--- src/rtl/exp_stream_controller.sv ---
// exp_stream_controller: feeds UQ0.16 operands one at a time through the
// exponential unit (start/done handshake), returns UQ2.16 results on a
// valid/ready stream and pulses the running sum of every batch of N results.
// Optional feature macro: EXP_TIMEOUT_EN adds a done watchdog that saturates
// the result to 18'h3FFFF and raises a sticky err flag.
module exp_stream_controller #(
  parameter int unsigned N       = 8,
  parameter int unsigned SUM_W   = 21,
  parameter int unsigned TIMEOUT = 1023
) (
  input  logic             clk,
  input  logic             rst,
  input  logic             in_valid,
  output logic             in_ready,
  input  logic [15:0]      in_x,
  output logic             exp_start,
  output logic [15:0]      exp_x,
  input  logic             exp_done,
  input  logic [1:0]       exp_intpart,
  input  logic [15:0]      exp_fracpart,
  output logic             out_valid,
  input  logic             out_ready,
  output logic [17:0]      out_data,
  output logic             out_last,
  output logic             sum_valid,
  output logic [SUM_W-1:0] sum,
  output logic             err
);

  localparam int unsigned CntW = $clog2(N);
  localparam logic [CntW-1:0] LastCnt = CntW'(N - 1);

  typedef enum logic [2:0] {StIdle, StStart, StClr, StWait, StOut} state_e;

  state_e           state_q;
  logic [CntW-1:0]  cnt_q;
  logic [SUM_W-1:0] acc_q;
  logic [SUM_W-1:0] acc_sum;

  // Running total including the result being handed off this cycle.
  assign acc_sum = acc_q + SUM_W'(out_data);

`ifdef EXP_TIMEOUT_EN
  localparam int unsigned TmoW = $clog2(TIMEOUT + 1);
  localparam logic [TmoW-1:0] TmoLast = TmoW'(TIMEOUT - 1);

  logic [TmoW-1:0] tmo_q;
  logic            tmo_hit;

  // Last waiting cycle before the watchdog gives up on exp_done.
  assign tmo_hit = (tmo_q == TmoLast);
`else
  assign err = 1'b0;
`endif

  // Sequencer FSM; every output is registered here.
  always_ff @(posedge clk or negedge rst) begin
    if (!rst) begin
      state_q   <= StIdle;
      in_ready  <= 1'b1;
      exp_start <= 1'b0;
      exp_x     <= '0;
      out_valid <= 1'b0;
      out_data  <= '0;
      out_last  <= 1'b0;
      sum_valid <= 1'b0;
      sum       <= '0;
      cnt_q     <= '0;
      acc_q     <= '0;
`ifdef EXP_TIMEOUT_EN
      tmo_q     <= '0;
      err       <= 1'b0;
`endif
    end else begin
      sum_valid <= 1'b0;
      unique case (state_q)
        StIdle: begin
          if (in_valid) begin
            exp_x     <= in_x;
            exp_start <= 1'b1;
            in_ready  <= 1'b0;
            state_q   <= StStart;
          end
        end
        StStart: begin
          exp_start <= 1'b0;
          state_q   <= StClr;
`ifdef EXP_TIMEOUT_EN
          tmo_q     <= '0;
`endif
        end
        StClr: begin
          // A done still high from the previous run is not ours; wait for it to fall.
          if (!exp_done) begin
            state_q <= StWait;
          end
`ifdef EXP_TIMEOUT_EN
          tmo_q <= tmo_q + 1'b1;
          if (tmo_hit) begin
            err       <= 1'b1;
            out_data  <= '1;
            out_last  <= (cnt_q == LastCnt);
            out_valid <= 1'b1;
            state_q   <= StOut;
          end
`endif
        end
        StWait: begin
`ifdef EXP_TIMEOUT_EN
          tmo_q <= tmo_q + 1'b1;
          if (!exp_done && tmo_hit) begin
            err       <= 1'b1;
            out_data  <= '1;
            out_last  <= (cnt_q == LastCnt);
            out_valid <= 1'b1;
            state_q   <= StOut;
          end
`endif
          if (exp_done) begin
            out_data  <= {exp_intpart, exp_fracpart};
            out_last  <= (cnt_q == LastCnt);
            out_valid <= 1'b1;
            state_q   <= StOut;
          end
        end
        StOut: begin
          if (out_ready) begin
            out_valid <= 1'b0;
            out_last  <= 1'b0;
            in_ready  <= 1'b1;
            state_q   <= StIdle;
            if (cnt_q == LastCnt) begin
              sum       <= acc_sum;
              sum_valid <= 1'b1;
              acc_q     <= '0;
              cnt_q     <= '0;
            end else begin
              acc_q <= acc_sum;
              cnt_q <= cnt_q + 1'b1;
            end
          end
        end
        default: state_q <= StIdle;
      endcase
    end
  end

endmodule
--- config.mk ---
export PLATFORM = sky130hd
export DESIGN_NAME = exp_stream_controller
export DESIGN_NICKNAME = d
export VERILOG_FILES = /design/src/rtl/exp_stream_controller.sv
export SDC_FILE = /design/constraint.sdc
export NUM_CORES = 1
export LEC_CHECK = 0
export BUFFER_PORTS_ARGS = -buffer_cell sky130_fd_sc_hd__buf_4
export CORE_MARGIN = 1
export CORE_UTILIZATION = 35
export CTS_BUF_LIST = sky130_fd_sc_hd__clkbuf_4 sky130_fd_sc_hd__clkbuf_8 sky130_fd_sc_hd__clkbuf_16
export DETAILED_ROUTE_END_ITERATION = 6
export GPL_TIMING_DRIVEN = 0
export PLACE_DENSITY = 0.57
export RECOVER_POWER = 100
export SETUP_SLACK_MARGIN = 0.02
export SLEW_MARGIN = 10
export SYNTH_ARGS = -nofsm -noshare
export SYNTH_HDL_FRONTEND = slang
export SYNTH_SLANG_ARGS = --single-unit
--- constraint.sdc ---
create_clock -name clk -period 2.7 [get_ports clk]
set_input_delay 0.27 -clock clk [delete_from_list [all_inputs] [get_ports clk]]
set_output_delay 0.27 -clock clk [all_outputs]
set_load 0.02 [all_outputs]
# --- Yosys cells after proc, flatten, opt, wreduce, memory -nomap -nowiden ---
# Cells that the tools add are included.
totals:
  ff_bits: 87
  out_inout_bits: 61
  input_bits: 39
  wordCells: 54
op_classes:
  n_reduce_logical: 12
  mux: 20
  eq_ne: 9
  n_addsub: 2
op_table:
  columns: ["operator", "n"]
  rows:
  - ["adder 21 x 18 -> 21 bit", 1]
  - ["two-way mux 21 bit", 1]
  - ["two-way mux 3 bit", 5]
  - ["one-hot mux 3 bit (5 select lines)", 1]
  - ["two-way mux 1 bit", 9]
  - ["AND reduction 3 bit", 3]
  - ["!= test 2 bit, second input constant", 4]
  - ["one-hot mux 1 bit (2 select lines)", 4]
  - ["AND reduction 2 bit", 4]
  - ["== test 3 x 2 -> 1 bit, second input constant", 2]
  - ["== test 3 bit, second input constant", 2]
  - ["nonzero test 2 bit", 3]
  - ["AND reduction 4 bit", 1]
  - ["adder 3 x 1 -> 3 bit, second input constant", 1]
  - ["== test 3 x 1 -> 1 bit, second input constant", 1]
  - ["zero test 3 bit", 1]

# --- Logic depth before layout (Yosys ltp) ---
# Gate-level depths: netlist of the first run.
logic_depth:
  depth_word: 4
  depth_mapped: 8
  depth_no_buf: 8

# --- Worst setup path after synthesis of the first run ---
# No wires, ideal clock.
synth_timing:
  path_kind: "register -> register"
  start: "reg out_data[0]"
  end: "reg sum[16]"
  path_stages_with_launch: 9
  arrival_time_ns: 2.347
  path_buffers: 0
  slack_ns: 0.229
  setup_time_ns: 0.125
  synth_period_minus_slack_ns: 2.471
  t_required_ns: 2.575
  path_cell_list: "dfrtp_1 -> ha_1 -> fa_1 -> a21o_1 -> a221oi_2 -> o31a_2 -> o21bai_1 -> xor2_1 -> mux2_2"
synth_between:
  elab_chain_len: 1
synth_lines:
  columns: ["element", "line_no", "source"]
  rows:
  - ["from (decl)", "23", "output logic [17:0] out_data,"]
  - ["from (signal assigned)", "120", "out_data <= {exp_intpart, exp_fracpart};"]
  - ["adder 21 x 18 -> 21 bit", "41", "assign acc_sum = acc_q + SUM_W'(out_data);"]
  - ["to (signal assigned)", "133", "sum <= acc_sum;"]
  - ["to (decl)", "26", "output logic [SUM_W-1:0] sum,"]
# Every way passes these cells.
# A chain may end at the register's enable or synchronous reset.

# --- Worst setup path in the final report of the first run ---
layout_timing:
  start: "reg out_data[0]"
  end: "reg sum[18]"
# The elaborated chain is that of the path after synthesis.

==> summary.txt, run 1 <==
Status
  – Status: finished with violations
  – Failing checks: capacitance limit, slew limit

Synth
  – Synthesized Nets: 468
  – Synth Instances: 408
  – Post-Syn Area: 4400 µm²
  – YS warnings: 0
  – Post-synth cell types: 52
  – Commonest cells in the netlist: dfrtp_1, nand2_1, mux2_2
  – Sequential-to-total area share from yosys stat: 49.6%
  – Synth async-reset ratio: 100%
  – Synth area leaders: dfrtp_1, mux2_2, ha_1
  – Area leader, netlist: dfrtp_1
  – Post-synth EDFFs: 0
  – Main flop type after synthesis: dfrtp_1
  – #FFs+latches synth: 87
  – Post-synth top area share: 49.0%
  – Most common cell in the netlist: dfrtp_1
  – Avg Cell Area, Syn: 10.8 µm²

Timing
  – Setup-failing EPs final: 0
  – Final Hold Viols: 0
  – Crit path time final: 2.53 ns
  – Rel. slew slack: -48.5%
  – Worst hold slack: 0.121 ns
  – Fin crit share: 93.7%
  – RSZ-0062 raised after global routing: no
  – Post-route setup TNS: 0 ns
  – Worst Setup Slack, final: 0.171 ns
  – Clock Skew: 0.00909 ns
  – Worst Max-Slew Pin Slew: 2.23 ns
  – Max Freq: 395 MHz
  – Max-slew violations: 88

GRT
  – GR peak layer: met2
  – Gr usage total: 18.0%
  – Vias in the first global route: 3388
  – Remaining Overflow, GRT: 0
  – Met2 usage: 27.4%
  – M3 GR Usage: 6.19%
  – GRT met1 Usage: 24.0%
  – First-pass GRT wire length: 17600 µm
  – Largest net degree at the start of global routing: 88
  – Initial antenna violation count: 0

Placed design
  – Gpl congestion: 0.791
  – Dpl ws: -0.0343 ns
  – Cell Area, Placed: 5340 µm²
  – Port Buf Inserts: 98
  – DP Wirelength: 7920 µm
  – DP Cell Count: 674

Finish
  – Antenna diodes: 0
  – Share of cells above drive strength 1: 22.1%
  – Post-layout instance area: 5440 µm²
  – Area Growth Syn to Fin: 23.7%
  – Final cell count without fillers: 692
  – Core Util, Final: 44.9%
  – Nets: 579

Setup path
  – Critical path's largest stage delay: 0.40 ns
  – Crit path cell chain: ha_1 > fa_2 > a21o_1 > a221oi_4 > o221ai_2 > a21oi_1 > xor2_1 > o21ai_0
  – WP buf/inv: 0
  – Crit Path Class: flip-flop to flip-flop
  – Crit path max-delay family: compound AO/OA/AOI/OAI gates
  – Crit-path max FO: 4
  – Flop2flop setup slack: 0.17 ns
  – Crit path depth: 8
  – Req. time, crit path: 2.91 ns
  – Crit. End Element: flip-flop
  – Critical R2R Capture: sum[18]
  – Worst path slowest cell: dfrtp_1
  – RR Startpoint: out_data[0]
  – CP Launch Point: out_data[0]
  – Crit path to: sum[18]
  – CP startpoint kind: flip-flop
  – Cells on worst reg2reg path: 8
  – Critical Path AT: 2.74 ns

Detailed routing
  – Drt drc: 0
  – Drt total wl: 10900 µm
  – DRT Pass-1 Iters: 4
  – Antenna viol nets, final: 0
  – Per-cell routed wire length: 15.8 µm
  – Detailed Route Iter0 Violations: 115
  – Via count: 3471
  – Number of vias per cell: 5.02

CTS
  – Clock Latency Late Sink: 0.35 ns
  – CTS Sinks: 87
  – CTS H-Tree Depth: 3
  – Root Driver: clkbuf_16
  – Clk pin slew, worst setup/hold paths: 0.06 ns
  – Total CTS buffers: 9
  – CTS tree: yes
  – Bufs on Longest Clock Path: 2

Floorplanning
  – Die width: 114 µm
  – Die Height: 114 µm
  – Die area: 13000 µm²
  – Initial core utilization: 36.3%
  – Io pins: 100
  – Core Area: 12100 µm²
  – Num rows: 40

Power and ir drop
  – Power Total: 6.42 mW
  – Pwr dens: 1180 nW/µm²
  – Worst vdd ir: 0.497 mV
  – Pleak: 2.47 nW

Worst hold path
  – Hold crit path type: input port to flip-flop

Flow run
  – Max-cap violations: 1
flip-flops by register name, summed over array words and instances, names as in the netlist:
register / cells
acc_q: 21
cnt_q: 3
exp_start: 1
exp_x: 16
in_ready: 1
out_data: 18
out_last: 1
out_valid: 1
state_q: 3
sum: 21
sum_valid: 1
worst min path at each step:
stage	cells past startpoint	slack (ns)	end	start
floorplan	0	-0.03	acc_q[0]	rst
finish	2	0.12	state_q[2]	out_ready
CTS	2	0.11	state_q[2]	out_ready
detailed placement	2	0.47	out_valid	out_valid
global route	2	0.13	state_q[2]	out_ready
global placement	2	0.46	sum[8]	sum[8]
power breakdown:
group / switching, mW / total [mW] / internal, mW
logic: 1.89 / 3.10 / 1.22
registers: 0.304 / 2.03 / 1.73
clock network: 0.508 / 1.28 / 0.773
total: 2.70 / 6.42 / 3.72
cells by family (layout without fill, tap and decap cells):
kind of cell    count (synthesis)  after routing  synth area share, %
fa+ha+maj                      21             21                 6.15
simple gates                  113            113                 11.8
buf+inv                        29            145                 2.82
flops                          87             87                 49.6
xor+xnor                       17             17                 3.39
compound gates                 94             94                 14.5
mux                            46             46                 11.8
other cells                     1              1               0.0853
cells in the final DEF, fill, tap and decap left out, types with 2 or more instances in the layout:
| master | n |
|---|---|
| dfrtp_1 | 86 |
| clkbuf_1 | 73 |
| nand2_1 | 61 |
| mux2_2 | 41 |
| buf_4 | 40 |
| o21ai_0 | 28 |
| a21oi_1 | 20 |
| ha_1 | 20 |
| nor2_1 | 19 |
| a22o_1 | 11 |
| xor2_1 | 9 |
| inv_1 | 9 |
| clkbuf_16 | 9 |
| xnor2_1 | 8 |
| nand3_1 | 7 |
| and3_1 | 6 |
| a211oi_1 | 5 |
| nand4_1 | 5 |
| o211ai_1 | 5 |
| nor2b_1 | 4 |
| nor3_1 | 4 |
| mux2i_1 | 4 |
| clkbuf_4 | 4 |
| a21o_1 | 3 |
| o31ai_1 | 3 |
| nor3b_1 | 2 |
| clkbuf_2 | 2 |
| buf_2 | 2 |
| o2111ai_1 | 2 |
| o221a_2 | 2 |
| o21bai_1 | 2 |
repair_timing:
item                       CTS  global route
gates cloned                 0             0
hold endpoints to repair     0             0
setup endpoints to repair    6             6
pin swaps                    0             3
buffers inserted             0             2
gates resized for setup      1             4
hold buffers                 0             0
routing by layer:
| layer | vias to the layer above | routed length [µm] |
|---|---|---|
| li1 | 1681 | - |
| met1 | 1682 | 5040 |
| met2 | 98 | 5040 |
| met3 | 10 | 695 |
| met4 | 0 | 133 |
| met5 | - | 0 |
layout make-up:
type,instances,area [µm²]
Buffer,19,82.6
Clock buffer,13,262
Clock inverter,3,43.8
Fill cell,1238,6680
Inverter,10,37.5
Multi-Input combinational cell,292,2100
Sequential cell,87,2180
Tap cell,168,210
Timing Repair Buffer,100,523
No activity file was read; power rests on OpenSTA's default activity.
==> run 2, diff against run 1 <==
--- a/config.mk
+++ b/config.mk
@@ -12,7 +12,7 @@
 export DETAILED_ROUTE_END_ITERATION = 6
 export GPL_TIMING_DRIVEN = 0
 export PLACE_DENSITY = 0.57
-export RECOVER_POWER = 100
+export RECOVER_POWER = 50
 export SETUP_SLACK_MARGIN = 0.02
 export SLEW_MARGIN = 10
 export SYNTH_ARGS = -nofsm -noshare
==> constraint.sdc (replaced) <==
create_clock -name clk -period 3.2 [get_ports clk]
set_input_delay 0.32 -clock clk [delete_from_list [all_inputs] [get_ports clk]]
set_output_delay 0.32 -clock clk [all_outputs]
set_load 0.02 [all_outputs]
==> run 2 against run 1 <==
Against the previous run:
- the run still ends with capacitance limit, slew limit left
- sequential power is 15% lower
- worst setup slack better by 0.24 ns
- via count stayed put
==> summary.txt, run 2 (synthesis results as in run 1) <==
Worst hold path
  – Hold crit path type: input port to flip-flop

Power and ir drop
  – Register share of total power: 31.3% (-0.3 points)
  – Power Internal: 3.23 mW (-13%)
  – Clock share of power: 19.6% (-0.4 points)
  – Pleak: 2.60 nW (+5.4%)
  – Switch Pwr: 2.27 mW (-16%)
  – Pwr dens: 992 nW/µm² (-16%)
  – Worst vdd ir: 0.421 mV (-15%)
  – Switching Share: 41.2% (-0.88 points)
  – Combinational cell fraction of total power: 49.1% (+0.7 points)

Finish
  – Final cell count without fillers: 690 (-0.29%)
  – Area Growth Syn to Fin: 26.1%
  – Commonest non-fill, non-tap cells in the layout: dfrtp_1, buf_4, nand2_1
  – Top flop regs: acc_q (21), sum (21), out_data (18)
  – Share of cells above drive strength 1: 28.7% (+6.6 points)
  – Commonest non-fill, non-tap cell in the layout: dfrtp_1
  – Antenna diodes: 0 (unchanged)
  – Post-layout instance area: 5540 µm² (+2.0%)
  – Core Util, Final: 45.8% (+0.89 points)
  – Nets: 577 (-0.35%)

Timing
  – Fin crit share: 87.1% (-6.5 points)
  – RSZ-0062 raised after global routing: no
  – Crit path time final: 2.79 ns (+0.259 ns)
  – Rel. slew slack: -47.7% (+0.82 points)
  – Setup-failing EPs final: 0 (unchanged)
  – Clock Skew: 0.00954 ns (+0.000453 ns)
  – Max-slew violations: 88 (unchanged)
  – Worst Setup Slack, final: 0.411 ns (+0.241 ns)
  – Worst Max-Slew Pin Slew: 2.22 ns (-0.0122 ns)
  – Post-route setup TNS: 0 ns (unchanged)
  – Max Freq: 359 MHz (-9.3%)
  – Final Hold Viols: 0 (unchanged)

Setup path
  – Critical Path AT: 3.00 ns (+0.26 ns)
  – Worst path slowest cell: a221oi_2
  – Req. time, crit path: 3.42 ns (+0.51 ns)
  – Crit path cell chain: ha_1 > fa_1 > a21o_1 > a221oi_2 > o221ai_2 > a21oi_1 > xor2_1 > o21ai_0
  – Flop2flop setup slack: 0.41 ns (+0.24 ns)
  – Critical path's largest stage delay: 0.49 ns (+0.09 ns)
  – Crit-path max FO: 4 (unchanged)
  – CP startpoint kind: flip-flop
  – CP Launch Point: out_data[0]
  – Crit Path Class: flip-flop to flip-flop
  – Critical R2R Capture: sum[18]
  – RR Startpoint: out_data[0]
  – Cells on worst reg2reg path: 8 (unchanged)
  – Crit. End Element: flip-flop
  – Crit path to: sum[18]

CTS
  – CTS hold repair buffers: 0 (unchanged)
  – Bufs on Longest Clock Path: 2 (unchanged)
  – CTS Sinks: 87 (unchanged)
  – Clock Latency Late Sink: 0.35 ns (about the same)
  – Post-CTS Setup Bufs: 0 (unchanged)
  – Total CTS buffers: 9 (unchanged)
  – Clk pin slew, worst setup/hold paths: 0.06 ns (about the same)
  – Root Driver: clkbuf_16
  – CTS H-Tree Depth: 3 (unchanged)
  – CTS tree: yes
  – PostCTS Resize Cnt: 0 (-1)

Detailed routing
  – DRT Pass-1 Iters: 4 (unchanged)
  – WL met2: 5010 µm (-0.63%)
  – Per-cell routed wire length: 15.8 µm (+0.32%)
  – Met3 wire length: 670 µm (-3.6%)
  – Detailed Route Iter0 Violations: 111 (-3.5%)
  – Drt total wl: 10900 µm (about the same)
  – Max layer used: met4
  – Via count: 3471 (unchanged)
  – Met1 Wirelength: 5100 µm (+1.2%)
  – Drt drc: 0 (unchanged)
  – Number of vias per cell: 5.03 (+0.29%)
  – Antenna viol nets, final: 0 (unchanged)

GRT
  – Gr usage total: 18.0% (unchanged)
  – Largest net degree at the start of global routing: 88 (unchanged)
  – Vias in the first global route: 3387 (-0.030%)
  – Initial antenna violation count: 0 (unchanged)
  – First-pass GRT wire length: 17600 µm (unchanged)
  – Remaining Overflow, GRT: 0 (unchanged)

Placed design
  – Gpl congestion: 0.791 (unchanged)
  – Port Buf Inserts: 98 (unchanged)
  – DP Cell Count: 674 (unchanged)
  – Dpl ws: 0.466 ns (+0.500 ns)
  – Cell Area, Placed: 5340 µm² (unchanged)
  – DP Wirelength: 7920 µm (unchanged)

Floorplanning
  – Num rows: 40 (unchanged)
  – Io pins: 100 (unchanged)
  – Die area: 13000 µm² (unchanged)
  – Core Area: 12100 µm² (unchanged)
  – Die Height: 114 µm (unchanged)
  – Initial core utilization: 36.3% (unchanged)
  – Die width: 114 µm (unchanged)

Status
  – Status: finished with violations
  – Failing checks: capacitance limit, slew limit

Flow run
  – Max-cap violations: 1 (unchanged)
[run 2: cell types whose count changed in the layout (fill, tap and decap cells not counted), sizes merged]
cell    before  now
clkbuf      89   52
buf         43   78
[run 2: power groups by stage]
stage	combinational, mW	clock, mW	sequential (mW)
4_1_cts	2.80	1.11	1.73
3_5_place_dp	2.78	0	1.74
5_1_grt	3.00	1.15	1.78
6_report	2.70	1.08	1.72
2_1_floorplan	1.64	0	1.98
3_3_place_gp	2.76	0	1.73
[run 2: layout make-up]
class                   instances  area (µm²)
plain buffers                  19        86.3
clock buffers                  13         262
clock inverters                 3        43.8
fillers                      1213        6570
inverters                      10        37.5
multi-input cells             292        2090
flip-flops and latches         87        2180
well taps                     168         210
repair buffers                 98         632
[run 2: worst min path at each step]
| stage | startpoint | endpoint | slack [ns] | depth (start not counted) |
|---|---|---|---|---|
| floorplan | rst | acc_q[0] | 0.02 | 0 |
| global placement | sum[8] | sum[8] | 0.46 | 2 |
| detailed placement | out_valid | out_valid | 0.47 | 2 |
| CTS | out_ready | state_q[2] | 0.16 | 2 |
| global route | out_ready | state_q[2] | 0.18 | 2 |
| finish | out_ready | state_q[2] | 0.17 | 2 |
[run 2: critical path: cells and delay by family (launching register included)]
family,cells,cell delay [ns]
flops,1,0.40
compound gates,5,1.41
fa+ha+maj,2,0.64
xor+xnor,1,0.20
[run 2: metal layers]
metal,up-vias,GRT usage (%)
met3,10,6.19
li1,1681,-
met4,0,5.45
met1,1684,24.0
met2,96,27.4
met5,-,0
[run 2: through the flow]
step / hold WS, ns / total power, mW
6_report: 0.170 / 5.50
5_1_grt: 0.176 / 5.92
3_5_place_dp: 0.472 / 4.52
4_1_cts: 0.163 / 5.64
3_3_place_gp: 0.461 / 4.49
2_1_floorplan: 0.0244 / 3.62
==> run 3, diff against run 2 <==
--- a/config.mk
+++ b/config.mk
@@ -8,7 +8,7 @@
 export BUFFER_PORTS_ARGS = -buffer_cell sky130_fd_sc_hd__buf_4
 export CORE_MARGIN = 1
 export CORE_UTILIZATION = 35
-export CTS_BUF_LIST = sky130_fd_sc_hd__clkbuf_4 sky130_fd_sc_hd__clkbuf_8 sky130_fd_sc_hd__clkbuf_16
+export CTS_BUF_LIST = sky130_fd_sc_hd__clkbuf_16
 export DETAILED_ROUTE_END_ITERATION = 6
 export GPL_TIMING_DRIVEN = 0
 export PLACE_DENSITY = 0.57
==> run 3 against run 2 <==
Against the previous run:
- the flow still finishes with violations (capacitance limit, slew limit)
- global-route usage about the same
- largest cell class unchanged
- first-iteration DRC count is 12% lower
- clock power is 6% lower
==> summary.txt, run 3 (synthesis results as in run 1) <==
Floorplanning
  – Io pins: 100 (unchanged)
  – Die Height: 114 µm (unchanged)
  – Core Area: 12100 µm² (unchanged)
  – Die area: 13000 µm² (unchanged)
  – Initial core utilization: 36.3% (unchanged)
  – Num rows: 40 (unchanged)
  – Die width: 114 µm (unchanged)

Power and ir drop
  – Pleak: 2.60 nW (-0.13%)
  – Register share of total power: 31.6% (+0.3 points)
  – Combinational cell fraction of total power: 49.7% (+0.6 points)
  – Switch Pwr: 2.26 mW (-0.13%)
  – Pwr dens: 985 nW/µm² (-0.75%)
  – Power Internal: 3.17 mW (-1.8%)
  – Switching Share: 41.6% (+0.41 points)
  – Worst vdd ir: 0.422 mV (+0.24%)
  – Clock share of power: 18.7% (-0.9 points)

Finish
  – Commonest non-fill, non-tap cells in the layout: dfrtp_1, buf_4, nand2_1
  – Share of cells above drive strength 1: 28.0% (-0.77 points)
  – Nets: 577 (unchanged)
  – Area Growth Syn to Fin: 25.6%
  – Top flop regs: acc_q (21), sum (21), out_data (18)
  – Post-layout instance area: 5520 µm² (-0.38%)
  – Commonest non-fill, non-tap cell in the layout: dfrtp_1
  – FILL cells: 1217 (+0.33%)
  – Antenna diodes: 0 (unchanged)

GRT
  – Gr usage total: 17.9% (about the same)
  – Largest net degree at the start of global routing: 88 (unchanged)
  – Initial antenna violation count: 0 (unchanged)
  – Remaining Overflow, GRT: 0 (unchanged)
  – Vias in the first global route: 3382 (-0.15%)
  – First-pass GRT wire length: 17600 µm (about the same)

Status
  – Failing checks: capacitance limit, slew limit
  – Status: finished with violations

Setup path
  – Flop2flop setup slack: 0.41 ns (about the same)
  – Crit Path Class: flip-flop to flip-flop
  – Req. time, crit path: 3.41 ns (about the same)
  – Crit-path max FO: 4 (unchanged)
  – Cells on worst reg2reg path: 8 (unchanged)
  – Critical Path AT: 3.01 ns (about the same)
  – Critical R2R Capture: sum[18]
  – CP Launch Point: out_data[0]
  – Crit. End Element: flip-flop
  – CP startpoint kind: flip-flop
  – RR Startpoint: out_data[0]

Flow run
  – Max-cap violations: 1 (unchanged)

Timing
  – Clock Skew: 0.00982 ns (+0.000277 ns)
  – Fin crit share: 87.3% (+0.17 points)
  – Max Freq: 358 MHz (-0.20%)
  – RSZ-0062 raised after global routing: no
  – Crit path time final: 2.79 ns (+0.00546 ns)
  – Final Hold Viols: 0 (unchanged)
  – Setup-failing EPs final: 0 (unchanged)
  – Max-slew violations: 88 (unchanged)
  – Worst Max-Slew Pin Slew: 2.20 ns (-0.0151 ns)
  – Post-route setup TNS: 0 ns (unchanged)
  – Rel. slew slack: -46.7% (+1.0 points)

Placed design
  – Gpl congestion: 0.791 (unchanged)
  – DP Wirelength: 7920 µm (unchanged)
  – Cell Area, Placed: 5340 µm² (unchanged)
  – Port Buf Inserts: 98 (unchanged)

CTS
  – Total CTS buffers: 9 (unchanged)
  – Clock Latency Late Sink: 0.35 ns (about the same)
  – CTS H-Tree Depth: 3 (unchanged)
  – PostCTS Resize Cnt: 0 (unchanged)
  – Post-CTS Setup Bufs: 0 (unchanged)
  – CTS tree: yes
  – Bufs on Longest Clock Path: 2 (unchanged)
  – CTS Sinks: 87 (unchanged)
  – Clk pin slew, worst setup/hold paths: 0.06 ns (about the same)
  – CTS hold repair buffers: 0 (unchanged)
  – Root Driver: clkbuf_16

Worst hold path
  – Worst hold path depth: 2 (unchanged)
  – Hold crit path type: input port to flip-flop
  – Min-Delay Startpoint: out_ready
  – WHS Endpoint: state_q[2]

Detailed routing
  – Via count: 3460 (-0.32%)
  – Drt drc: 0 (unchanged)
  – Antenna viol nets, final: 0 (unchanged)
  – Drt total wl: 10900 µm (-0.30%)
  – Detailed Route Iter0 Violations: 98 (-12%)
  – Per-cell routed wire length: 15.8 µm (-0.30%)
  – Number of vias per cell: 5.01 (-0.32%)
  – DRT Pass-1 Iters: 4 (unchanged)
run 3: cell count changes in the layout (fill, tap and decap cells not counted):
cell	change
clkinv_1	+1
clkbuf_8	-1
inv_1	+3
clkbuf_4	-3
run 3: worst max-delay path by stage:
stage              end  cells after the start
2_1_floorplan  sum[16]                      8
3_3_place_gp   sum[18]                      8
3_5_place_dp   sum[18]                      8
4_1_cts        sum[18]                      8
5_1_grt        sum[18]                      8
6_report       sum[18]                      8
run 3: stage by stage:
| step | util, % | setup WS (ns) | power, mW | instances | hold WS [ns] |
|---|---|---|---|---|---|
| after floorplan | - | 0.729 | 3.62 | 408 | 0.0244 |
| after global placement | 44.1 | 0.476 | 4.49 | 674 | 0.461 |
| after detailed placement | 44.1 | 0.466 | 4.52 | 674 | 0.472 |
| after CTS | 46.4 | 0.441 | 5.58 | 690 | 0.163 |
| after global routing | 45.6 | 0.280 | 5.86 | 690 | 0.176 |
| final | 45.6 | 0.406 | 5.44 | 690 | 0.173 |
run 3: critical path, stage by stage (launching register included):
cell and delay [ns]:
dfrtp_1 0.40, ha_1 0.23, fa_1 0.41, a21o_1 0.22, a221oi_2 0.49, o221ai_2 0.31
a21oi_1 0.30, xor2_1 0.20, o21ai_0 0.09
run 3: cell type report:
type / instances / area, µm² / area share [%]
buffer: 19 / 86.3 / 1.56
clock buffer: 9 / 225 / 4.08
clock inverter: 7 / 58.8 / 1.07
inverter: 10 / 37.5 / 0.680
multi-input combinational: 292 / 2090 / 37.9
sequential: 87 / 2180 / 39.5
tap: 168 / 210 / 3.81
timing repair buffer: 98 / 632 / 11.4
run 3: layer usage:
layer	vias up	routed length, µm	GRT usage [%]
li1	1677	-	-
met1	1676	5010	24.0
met2	97	5030	27.4
met3	10	708	6.19
met4	0	133	5.45
met5	-	0	0
run 3: power by group through the flow:
| stage | clock network, mW | registers [mW] | logic (mW) |
|---|---|---|---|
| floorplan | 0 | 1.98 | 1.64 |
| global placement | 0 | 1.73 | 2.76 |
| detailed placement | 0 | 1.74 | 2.78 |
| CTS | 1.05 | 1.73 | 2.80 |
| global route | 1.09 | 1.78 | 3.00 |
| finish | 1.02 | 1.72 | 2.70 |
